==> src/rtl/div_seq.sv <==
// div_seq: radix-2 restoring sequential divider (signed or unsigned per operation).
// Quotient on LO, remainder on HI; fixed WIDTH+1 cycle latency with start/done handshake.
module div_seq #(
   parameter int WIDTH = 32,
   parameter int CNT_W = $clog2(WIDTH + 1)
) (
   input  logic             clk,
   input  logic             reset,
   input  logic             DivStart,
   input  logic             DivSigned,
   input  logic [WIDTH-1:0] RegAOut,
   input  logic [WIDTH-1:0] RegBOut,
   output logic             DivBusy,
   output logic             DivDone,
   output logic             Div0,
   output logic [WIDTH-1:0] HI,
   output logic [WIDTH-1:0] LO
);

   typedef enum logic [1:0] {
      S_IDLE = 2'd0,
      S_CALC = 2'd1,
      S_FIX  = 2'd2
   } state_t;

   localparam logic [CNT_W-1:0] CNT_LOAD = CNT_W'(WIDTH);
   localparam logic [CNT_W-1:0] CNT_ONE  = CNT_W'(1);
   localparam logic [WIDTH-1:0] ZERO_W   = {WIDTH{1'b0}};

   function automatic logic [WIDTH-1:0] f_neg(input logic [WIDTH-1:0] a);
      return (~a) + {{(WIDTH-1){1'b0}}, 1'b1};
   endfunction

   function automatic logic [WIDTH-1:0] f_mag(input logic [WIDTH-1:0] a, input logic sgn);
      return (sgn && a[WIDTH-1]) ? f_neg(a) : a;
   endfunction

   state_t           r_state;
   logic [CNT_W-1:0] r_cnt;
   logic [WIDTH-1:0] r_rem;
   logic [WIDTH-1:0] r_quo;
   logic [WIDTH-1:0] r_dsr;
   logic             r_qneg;
   logic             r_rneg;
   logic             r_busy;
   logic             r_done;
   logic             r_div0;
   logic [WIDTH-1:0] r_hi;
   logic [WIDTH-1:0] r_lo;

   // The stored remainder is always below the divisor, so WIDTH bits suffice;
   // only the shifted trial value needs the extra bit.
   logic [WIDTH:0]   w_shift_rem;
   logic [WIDTH:0]   w_diff;
   logic             w_ge;

   // One restoring step: shift in the next dividend bit and trial-subtract the divisor.
   always_comb begin
      w_shift_rem = {r_rem, r_quo[WIDTH-1]};
      w_diff      = w_shift_rem - {1'b0, r_dsr};
      w_ge        = ~w_diff[WIDTH];
   end

   // Control FSM and datapath registers.
   always_ff @(posedge clk) begin
      if (reset) begin
         r_state <= S_IDLE;
         r_cnt   <= {CNT_W{1'b0}};
         r_rem   <= ZERO_W;
         r_quo   <= ZERO_W;
         r_dsr   <= ZERO_W;
         r_qneg  <= 1'b0;
         r_rneg  <= 1'b0;
         r_busy  <= 1'b0;
         r_done  <= 1'b0;
         r_div0  <= 1'b0;
         r_hi    <= ZERO_W;
         r_lo    <= ZERO_W;
      end else begin
         r_done <= 1'b0;
         case (r_state)
            S_IDLE: begin
               if (DivStart) begin
                  if (RegBOut == ZERO_W) begin
                     r_div0 <= 1'b1;
                     r_done <= 1'b1;
                     r_hi   <= ZERO_W;
                     r_lo   <= ZERO_W;
                  end else begin
                     r_quo   <= f_mag(RegAOut, DivSigned);
                     r_dsr   <= f_mag(RegBOut, DivSigned);
                     r_qneg  <= DivSigned & (RegAOut[WIDTH-1] ^ RegBOut[WIDTH-1]);
                     r_rneg  <= DivSigned & RegAOut[WIDTH-1];
                     r_rem   <= ZERO_W;
                     r_cnt   <= CNT_LOAD;
                     r_div0  <= 1'b0;
                     r_busy  <= 1'b1;
                     r_state <= S_CALC;
                  end
               end
            end
            S_CALC: begin
               r_rem <= w_ge ? w_diff[WIDTH-1:0] : w_shift_rem[WIDTH-1:0];
               r_quo <= {r_quo[WIDTH-2:0], w_ge};
               r_cnt <= r_cnt - CNT_ONE;
               if (r_cnt == CNT_ONE) begin
                  r_state <= S_FIX;
               end
            end
            S_FIX: begin
               r_lo    <= r_qneg ? f_neg(r_quo) : r_quo;
               r_hi    <= r_rneg ? f_neg(r_rem) : r_rem;
               r_done  <= 1'b1;
               r_busy  <= 1'b0;
               r_state <= S_IDLE;
            end
            default: begin
               r_busy  <= 1'b0;
               r_state <= S_IDLE;
            end
         endcase
      end
   end

   assign DivBusy = r_busy;
   assign DivDone = r_done;
   assign Div0    = r_div0;
   assign HI      = r_hi;
   assign LO      = r_lo;

endmodule

==> config.mk <==
export PLATFORM = sky130hd
export DESIGN_NAME = div_seq
export DESIGN_NICKNAME = d
export VERILOG_FILES = /design/src/rtl/div_seq.sv
export SDC_FILE = /design/constraint.sdc
export NUM_CORES = 1
export LEC_CHECK = 0
export CAP_MARGIN = 20
export CORE_ASPECT_RATIO = 1.1
export CORE_MARGIN = 1
export CORE_UTILIZATION = 50
export DETAILED_ROUTE_END_ITERATION = 8
export PLACE_DENSITY = 0.73
export SLEW_MARGIN = 15
export SYNTH_ARGS = -nofsm -noshare
export SYNTH_HDL_FRONTEND = slang
export SYNTH_SLANG_ARGS = --single-unit
==> constraint.sdc <==
create_clock -name clk -period 4.1 [get_ports clk]
set_input_delay 0.82 -clock clk [delete_from_list [all_inputs] [get_ports clk]]
set_output_delay 0.82 -clock clk [all_outputs]
set_load 0.03 [all_outputs]
Yosys cells after proc, flatten, opt, wreduce, memory -nomap -nowiden --
Index checks and enable logic that the tools add are counted.
Word-level totals: register bits 173, input port bits 68, output and inout bits 67, word-level logic and storage cells 75
Cells by class: reduce and logical (&&, ||, !) cells 12, multiplexer cells 28, add/subtract/negate cells 6, eq/ne operators 7, bitwise operators 10
Operator list (number):
- $mux 32 | 11
- $pmux 32 s2 | 4
- $add 32x1->32 const B | 4
- $not 32->32 | 4
- $sub 33x32->33 | 1
- $logic_not 32->1 | 1
- $reduce_and 3->1 | 5
- $mux 6 | 2
- $pmux 6 s2 | 1
- $ne 2x2->1 const B | 4
- $eq 6x1->1 const B | 1
- $mux 2 | 3
- $sub 6x1->6 const B | 1
- $mux 1 | 4
- $pmux 1 s2 | 2
- $pmux 2 s2 | 1
- $reduce_bool 2->1 | 2
- $not 1->1 | 3
- $and 1x1->1 | 2
- $eq 2x1->1 const B | 1
- $eq 2x2->1 const B | 1
- $logic_and 1x1->1 | 2
- $logic_not 2->1 | 1
- $reduce_and 2->1 | 1
- $xor 1x1->1 | 1

Depth between registers and ports, before layout --
Gate-level depths: netlist of the first run.
depth after elaboration 6, mapped depth 13, mapped depth without buffers 12

Worst setup path after synthesis of the first run --
OpenSTA, ideal clock, no wires.
path kind input port to flip-flop, from input RegBOut[11], to register r_quo[13], data arrival time 3.367 ns, buffers on the path 1, setup time 0.128 ns, path slack 0.606 ns, stages on the path 9, required time 3.972 ns, cell sequence or4_1 nor4_1 nor4b_2 nand2_1 o41ai_1 clkbuf_1 a211oi_1 a21oi_1 nor2_1
On the way: cells in the longest elaborated chain, start to end 3
RTL lines:
- start: declaration | line 12 | input logic [WIDTH-1:0] RegBOut,
- $logic_not 32->1 | line 84 | if (RegBOut == ZERO_W) begin
- $ne 2x2->1 (no line)
- $reduce_and 3->1 (no line)
- end signal: assignment | line 90 | r_quo <= f_mag(RegAOut, DivSigned);
- end signal: assignment | line 104 | r_quo <= {r_quo[WIDTH-2:0], w_ge};
- end: declaration | line 41 | logic [WIDTH-1:0] r_quo;
No other way between the ends. A chain may end at the register's enable or synchronous reset.

Final worst setup path of the first run --
from input RegBOut[12], to register r_dsr[5]
On the way: cells in the longest elaborated chain, start to end 3
RTL lines:
- $logic_not 32->1 | line 84
- $not 1->1 (no line)
- $reduce_and 3->1 (no line)
- end signal: assignment | line 91 | r_dsr <= f_mag(RegBOut, DivSigned);
- end: declaration | line 42 | logic [WIDTH-1:0] r_dsr;
No other way between the ends.

==> results of run 1 <==
per-stage QoR:
stage	hold slack (ns)	total power, mW	utilization (%)	setup slack, ns	cell area (µm²)
final	0.462	5.98	62.6	0.557	13100
after CTS	0.462	5.97	62.6	0.566	13100
after detailed placement	0.454	4.39	59.9	0.130	12500
after global routing	0.496	6.33	62.6	0.284	13100
after global placement	0.445	4.37	59.9	0.170	12500
after floorplan	0.432	3.77	-	0.606	10800
flip-flops by register name, indices dropped and copies added (netlist names):
signal / cells
r_cnt: 6
DivBusy: 1
LO: 32
DivDone: 1
r_quo: 32
r_state: 2
Div0: 1
HI: 32
r_rneg: 1
r_dsr: 32
r_rem: 32
r_qneg: 1
logic make-up (layout without fill, tap and decap cells):
| logic type | count (synthesis) | after routing |
|---|---|---|
| DFF | 173 | 173 |
| AOI/OAI and AO/OA | 407 | 407 |
| and+or+nand+nor | 444 | 444 |
| xor gates and xnor gates | 144 | 144 |
| muxes | 28 | 28 |
| buffers and inverters | 135 | 251 |
| adders and majority gates | 39 | 39 |
final cells by class:
cell class | count | area (µm²) | share of cell area, %
clock inverter | 12 | 126 | 0.968
inverter | 55 | 206 | 1.58
sequential | 173 | 3460 | 26.5
multi-input combinational | 1062 | 6850 | 52.5
clock buffer | 20 | 437 | 3.35
timing repair buffer | 164 | 1610 | 12.4
tap | 285 | 357 | 2.73
per-layer routing:
layer	GRT usage, %	routed length (µm)	share of wire [%]
met2	48.0	14600	48
met4	9.37	697	2.3
met5	0	0	0
met3	4.11	1500	4.9
met1	36.9	13800	45
cells in the mapped netlist, types with 5 or more instances:
cell type  number  area [µm²]
nor2_1        171         642
xor2_1         48         420
mux2i_1        27         270
nor3_1         21         105
or2_2          10        62.6
o41ai_1        16         140
clkbuf_1       75         282
and3_1          8        50.1
or4_1          14         105
a211oi_1       48         360
a22o_1          7        61.3
a32oi_1         6        52.6
ha_1           38         475
a21o_1         15         113
nand2_1       126         473
o21a_1          7        52.6
xnor2_1        96         841
nand4_1         5        31.3
or3_1          21         131
nor4_1         11        68.8
o21ai_0        77         385
dfxtp_1       173        3460
a31oi_1         9        56.3
o31ai_1        23         173
nor2b_1        10        62.6
a22oi_1        53         398
nand2b_1       12        75.1
inv_1          55         206
a21oi_1        95         475
nand3_1        13        65.1
o211ai_1       21         158
a311oi_1        8        70.1
power by group:
part | leakage [nW] | internal [mW] | switching (mW)
Sequential | 1.41 | 1.80 | 0.183
Clock | 0.269 | 0.853 | 0.735
Combinational | 3.28 | 1.04 | 1.36
Total | 4.96 | 3.70 | 2.28
worst max-delay path, stage by stage:
cell,delay (ns)
clkdlybuf4s50_1,0.48
or4_1,0.60
nor4_1,0.33
nor4b_2,0.34
nand2_1,0.20
or3_1,0.40
nand2_2,0.23
buf_12,0.21
nor2_1,0.07
a211oi_1,0.21
worst paths after layout:
kind                               start                endpoint  slack (ns)
setup / recovery             RegBOut[12]   r_dsr[5]$_SDFFE_PP0P_        0.56
hold reg to reg   r_dsr[31]$_SDFFE_PP0P_  r_dsr[31]$_SDFFE_PP0P_        0.46
hold / removal    r_dsr[31]$_SDFFE_PP0P_  r_dsr[31]$_SDFFE_PP0P_        0.46
setup reg to reg   r_rem[0]$_SDFFE_PP0P_   r_quo[0]$_SDFFE_PP0P_        0.63
==> flow_summary_export.csv, run 1 <==
group,metric,value,unit
worst_hold_path,min_path_cells,2,
clocking,clk_path_buf_depth,2,
clocking,cts_buffers,17,
detailed_routing,viasPerCell,5.84,
timing,slew_headroom,31.1,%
grt,grt_pass1_wl,50000,µm
floorplan,coreArea,20900,µm²
final_layout,fillers,1855,
final_layout,areaGrowthSynthToFinish,21.0,%
setup_path,arrival,3.89,ns
detailed_routing,drcViolationCount,0,
synth,muxShareOfSynthArea,2.61,%
power,power.density,458,nW/µm²
final_layout,final_cell_mix,"173 x dfxtp_1, 170 x nor2_1, 133 x clkdlybuf4s50_1",
synth,synthXorXnorAreaFrac,11.7,%
floorplan,die_x,142,µm
power,ir_worst_vdd,316,µV
placement,routabilityCongestion,0.936,
final_layout,final_nets,1580,
synth,synth_compound_area_share,25.1,%
floorplan,num_rows,55,
synth,synth_flop_cell,"dfxtp_1",
setup_path,cp.required,4.45,ns
clocking,cts_resized,0,
clocking,cts_tree,"built",
detailed_routing,vias,10300,
clocking,clock_latency,0.44,ns
detailed_routing,dr.first_iter.drc_count,662,
final_layout,drive_gt1_share,6.06,%
synth,synth-edff-count,0,
final_layout,mostFrequentLayoutCell,"dfxtp_1",
synth,synth_top_family_by_area,"compound AO/OA/AOI/OAI gates",
timing,fin_tns_setup,0,ns
setup_path,critPathMaxFanout,30,
clocking,post-cts-setup-buffers,0,
timing,tightest_slew,1.03,ns
timing,clock_skew,0.0168,ns
synth,synth.avg_cell_area,7.87,µm²
worst_hold_path,hold_path_class,"reg -> reg",
grt,antenna_found_initial,0,
timing,timing.final.crit_period,3.54,ns
floorplan,die_h,156,µm
synth,synth.distinct_cells,63,
run,timing.max_cap.violations,0,
placement,hpwl,23100,µm
clocking,path_clk_slew,0.06,ns
grt,grt_use_total,28.4,%
clocking,cts_sinks,173,
grt,grt_overflow_total,0,
detailed_routing,ant_nets,0,
floorplan,die_area,22200,µm²
floorplan,io_pins,135,
detailed_routing,first_pass_iters,5,
final_layout,n_antenna_cell,0,
synth,syn_nets,1477,
detailed_routing,drt-wirelength-per-cell,17.3,µm
timing,finalCritPeriodShare,86.4,%
timing,max_freq,0.282,GHz
timing,rsz0062_at_grt,"false",
synth,ys_seq_area_share,32.1,%
timing,hold_viol,0,
synth,yosys.area_share.simple,19.2,%
synth,ys_seq_elements,173,
grt,grt_max_degree,57,
synth,ys.warnings.count,0,
setup_path,crit_type,"in -> reg",
timing,finalSetupViolations,0,
setup_path,reg2reg_depth,13,
setup_path,start_kind,"primary input",
synth,async_reset_ff_share,0,%
timing,slew_violations,0,
status,outcome,"complete, no violations",
clocking,cts_root_buffer,"clkbuf_16",
placement,dpl.cell_count,1739,
setup_path,worstSetupEndpointType,"register",
clocking,hold_buffers,0,
clocking,htree_levels,4,
detailed_routing,wirelength,30600,µm
placement,io_buffers,134,
synth,netlist_area,10800,µm²
grt,grt_pass1_vias,9755,
synth,synth_adder_area_share,4.59,%
final_layout,stdcell_count,1771,
synth,synth_cells,1370,
floorplan,start_util,51.7,%
power,p_leak,4.96,nW
No activity file was read; power rests on OpenSTA's default activity.
==> run 2: changes to the inputs <==
- CORE_MARGIN: 1 -> 8
==> run 2 against run 1 <==
Effect of this change: die area up 20%; critical endpoint is now r_dsr[2]$_SDFFE_PP0P_; sequential power about the same; clock skew down 0.0042 ns; critical path depth unchanged; cell count up 0.56%; largest cell class unchanged; core utilization down 0.90 points; critical path type unchanged.
==> flow_summary_export.csv, run 2 (same netlist as run 1, synthesis figures left out) <==
group,metric,value,unit
setup_path,crit_type,"in -> reg",
timing,slew_violations,0,
final_layout,final_cell_mix,"173 x dfxtp_1, 171 x nor2_1, 133 x clkdlybuf4s50_1",
grt,grt_pass1_vias,9927,
floorplan,io_pins,135,
worst_hold_path,hold_path_class,"reg -> reg",
clocking,path_clk_slew,0.07,ns
timing,finalSetupViolations,0,
final_layout,postLayoutCoreUtil,61.7,%
final_layout,n_antenna_cell,0,
clocking,clock_latency,0.44,ns
clocking,hold_buffers,0,
timing,holdWs,0.477,ns
clocking,htree_levels,4,
floorplan,die_h,170,µm
floorplan,coreArea,21200,µm²
timing,setup_ws,0.616,ns
grt,grt_use_total,23.7,%
setup_path,critPathMaxFanout,55,
placement,routabilityCongestion,0.937,
worst_hold_path,worstHoldStart,"r_dsr[21]$_SDFFE_PP0P_",
placement,dpl.cell_count,1749,
detailed_routing,wirelength,31400,µm
clocking,cts_root_buffer,"clkbuf_16",
final_layout,mostFrequentLayoutCell,"dfxtp_1",
power,ir_worst_vdd,315,µV
setup_path,worstSetupEndpointType,"register",
detailed_routing,viasPerCell,5.77,
final_layout,seq_area,3460,µm²
timing,rsz0062_at_grt,"false",
final_layout,drive_gt1_share,6.44,%
timing,timing.final.crit_period,3.48,ns
setup_path,cp.required,4.44,ns
clocking,cts_sinks,173,
grt,antenna_found_initial,0,
power,power.density,454,nW/µm²
timing,fin_tns_setup,0,ns
detailed_routing,drcViolationCount,0,
setup_path,regToRegStartpoint,"r_quo[31]$_SDFFE_PP0P_",
setup_path,r2r_end,"r_quo[0]$_SDFFE_PP0P_",
placement,hpwl,23800,µm
timing,hold_viol,0,
floorplan,die_area,26500,µm²
detailed_routing,ant_nets,0,
timing,clock_skew,0.0126,ns
clocking,clk_path_buf_depth,2,
grt,grt_max_degree,86,
floorplan,start_util,50.8,%
detailed_routing,drt-wirelength-per-cell,17.7,µm
final_layout,final_nets,1585,
worst_hold_path,hold_path_end,"r_dsr[21]$_SDFFE_PP0P_",
detailed_routing,dr.first_iter.drc_count,666,
timing,slew_headroom,22.6,%
timing,max_freq,0.287,GHz
setup_path,start_kind,"primary input",
grt,grt_overflow_total,0,
clocking,cts_tree,"built",
final_layout,areaGrowthSynthToFinish,21.4,%
power,p_leak,4.99,nW
run,timing.max_cap.violations,0,
setup_path,rrSetupSlack,0.66,ns
timing,finalCritPeriodShare,85.0,%
worst_hold_path,min_path_cells,2,
grt,grt_pass1_wl,51200,µm
status,outcome,"complete, no violations",
final_layout,fillers,1918,
setup_path,arrival,3.82,ns
detailed_routing,first_pass_iters,5,
floorplan,num_rows,56,
clocking,post-cts-setup-buffers,0,
final_layout,multi_input_area,6850,µm²
placement,io_buffers,134,
floorplan,die_x,156,µm
clocking,cts_resized,0,
clocking,cts_buffers,17,
placement,place_ws,0.188,ns
final_layout,stdcell_count,1781,
detailed_routing,vias,10300,
setup_path,reg2reg_depth,13,
timing,tightest_slew,1.16,ns
## run 2: cell count changes in the layout (fill, tap and decap cells not counted)
cell | before | now
clkinv_4 | 3 | 0
inv_8 | 1 | 5
clkinv_8 | 0 | 1
buf_4 | 27 | 32
clkinvlp_4 | 2 | 3
nor2_2 | 1 | 0
nor2_1 | 170 | 171
clkbuf_1 | 3 | 1
bufinv_16 | 1 | 0
## run 2: report_power, final
group	leakage, nW	switching, mW	internal (mW)
Combinational	3.31	1.34	1.04
Clock	0.271	0.779	0.811
Sequential	1.41	0.165	1.80
Total	4.99	2.29	3.65
## run 2: routing by layer
metal / part of all wire (%) / track usage, %
met2: 48 / 41.1
met1: 44 / 29.3
met5: 0 / 0
met4: 2.0 / 7.43
met3: 5.4 / 4.24
## run 2: cell type report
cell class	instances	area share, %
clock buffers	18	3.28
clock inverters	14	1.06
inverters	55	1.58
multi-input cells	1062	52.3
flip-flops and latches	173	26.4
well taps	290	2.77
repair buffers	169	12.6
## run 2: metrics by stage
| step | total power, mW | cell area [µm²] |
|---|---|---|
| floorplan | 3.77 | 10800 |
| global placement | 4.34 | 12500 |
| detailed placement | 4.36 | 12500 |
| CTS | 5.95 | 13100 |
| global route | 6.32 | 13100 |
| finish | 5.94 | 13100 |
## run 2: critical path: stages
cell	delay, ns
clkdlybuf4s50_1	0.41
or4_1	0.59
nor4_1	0.34
nor4b_2	0.35
nand2_1	0.21
or3_1	0.39
nand2_2	0.15
buf_12	0.24
nor2_1	0.08
a211oi_1	0.22
## run 2: worst max path at each step
stage                      startpoint                     end  slack, ns  depth (start not counted)
final                     RegBOut[11]   r_dsr[2]$_SDFFE_PP0P_       0.62                         10
after global routing      RegBOut[11]  r_dsr[21]$_SDFFE_PP0P_       0.33                         10
after global placement    RegAOut[18]  r_quo[29]$_SDFFE_PP0P_       0.24                         10
after floorplan           RegBOut[11]  r_quo[13]$_SDFFE_PP0P_       0.61                          9
after CTS                 RegBOut[11]   r_dsr[2]$_SDFFE_PP0P_       0.62                         10
after detailed placement  RegBOut[11]  r_dsr[14]$_SDFFE_PP0P_       0.19                         10
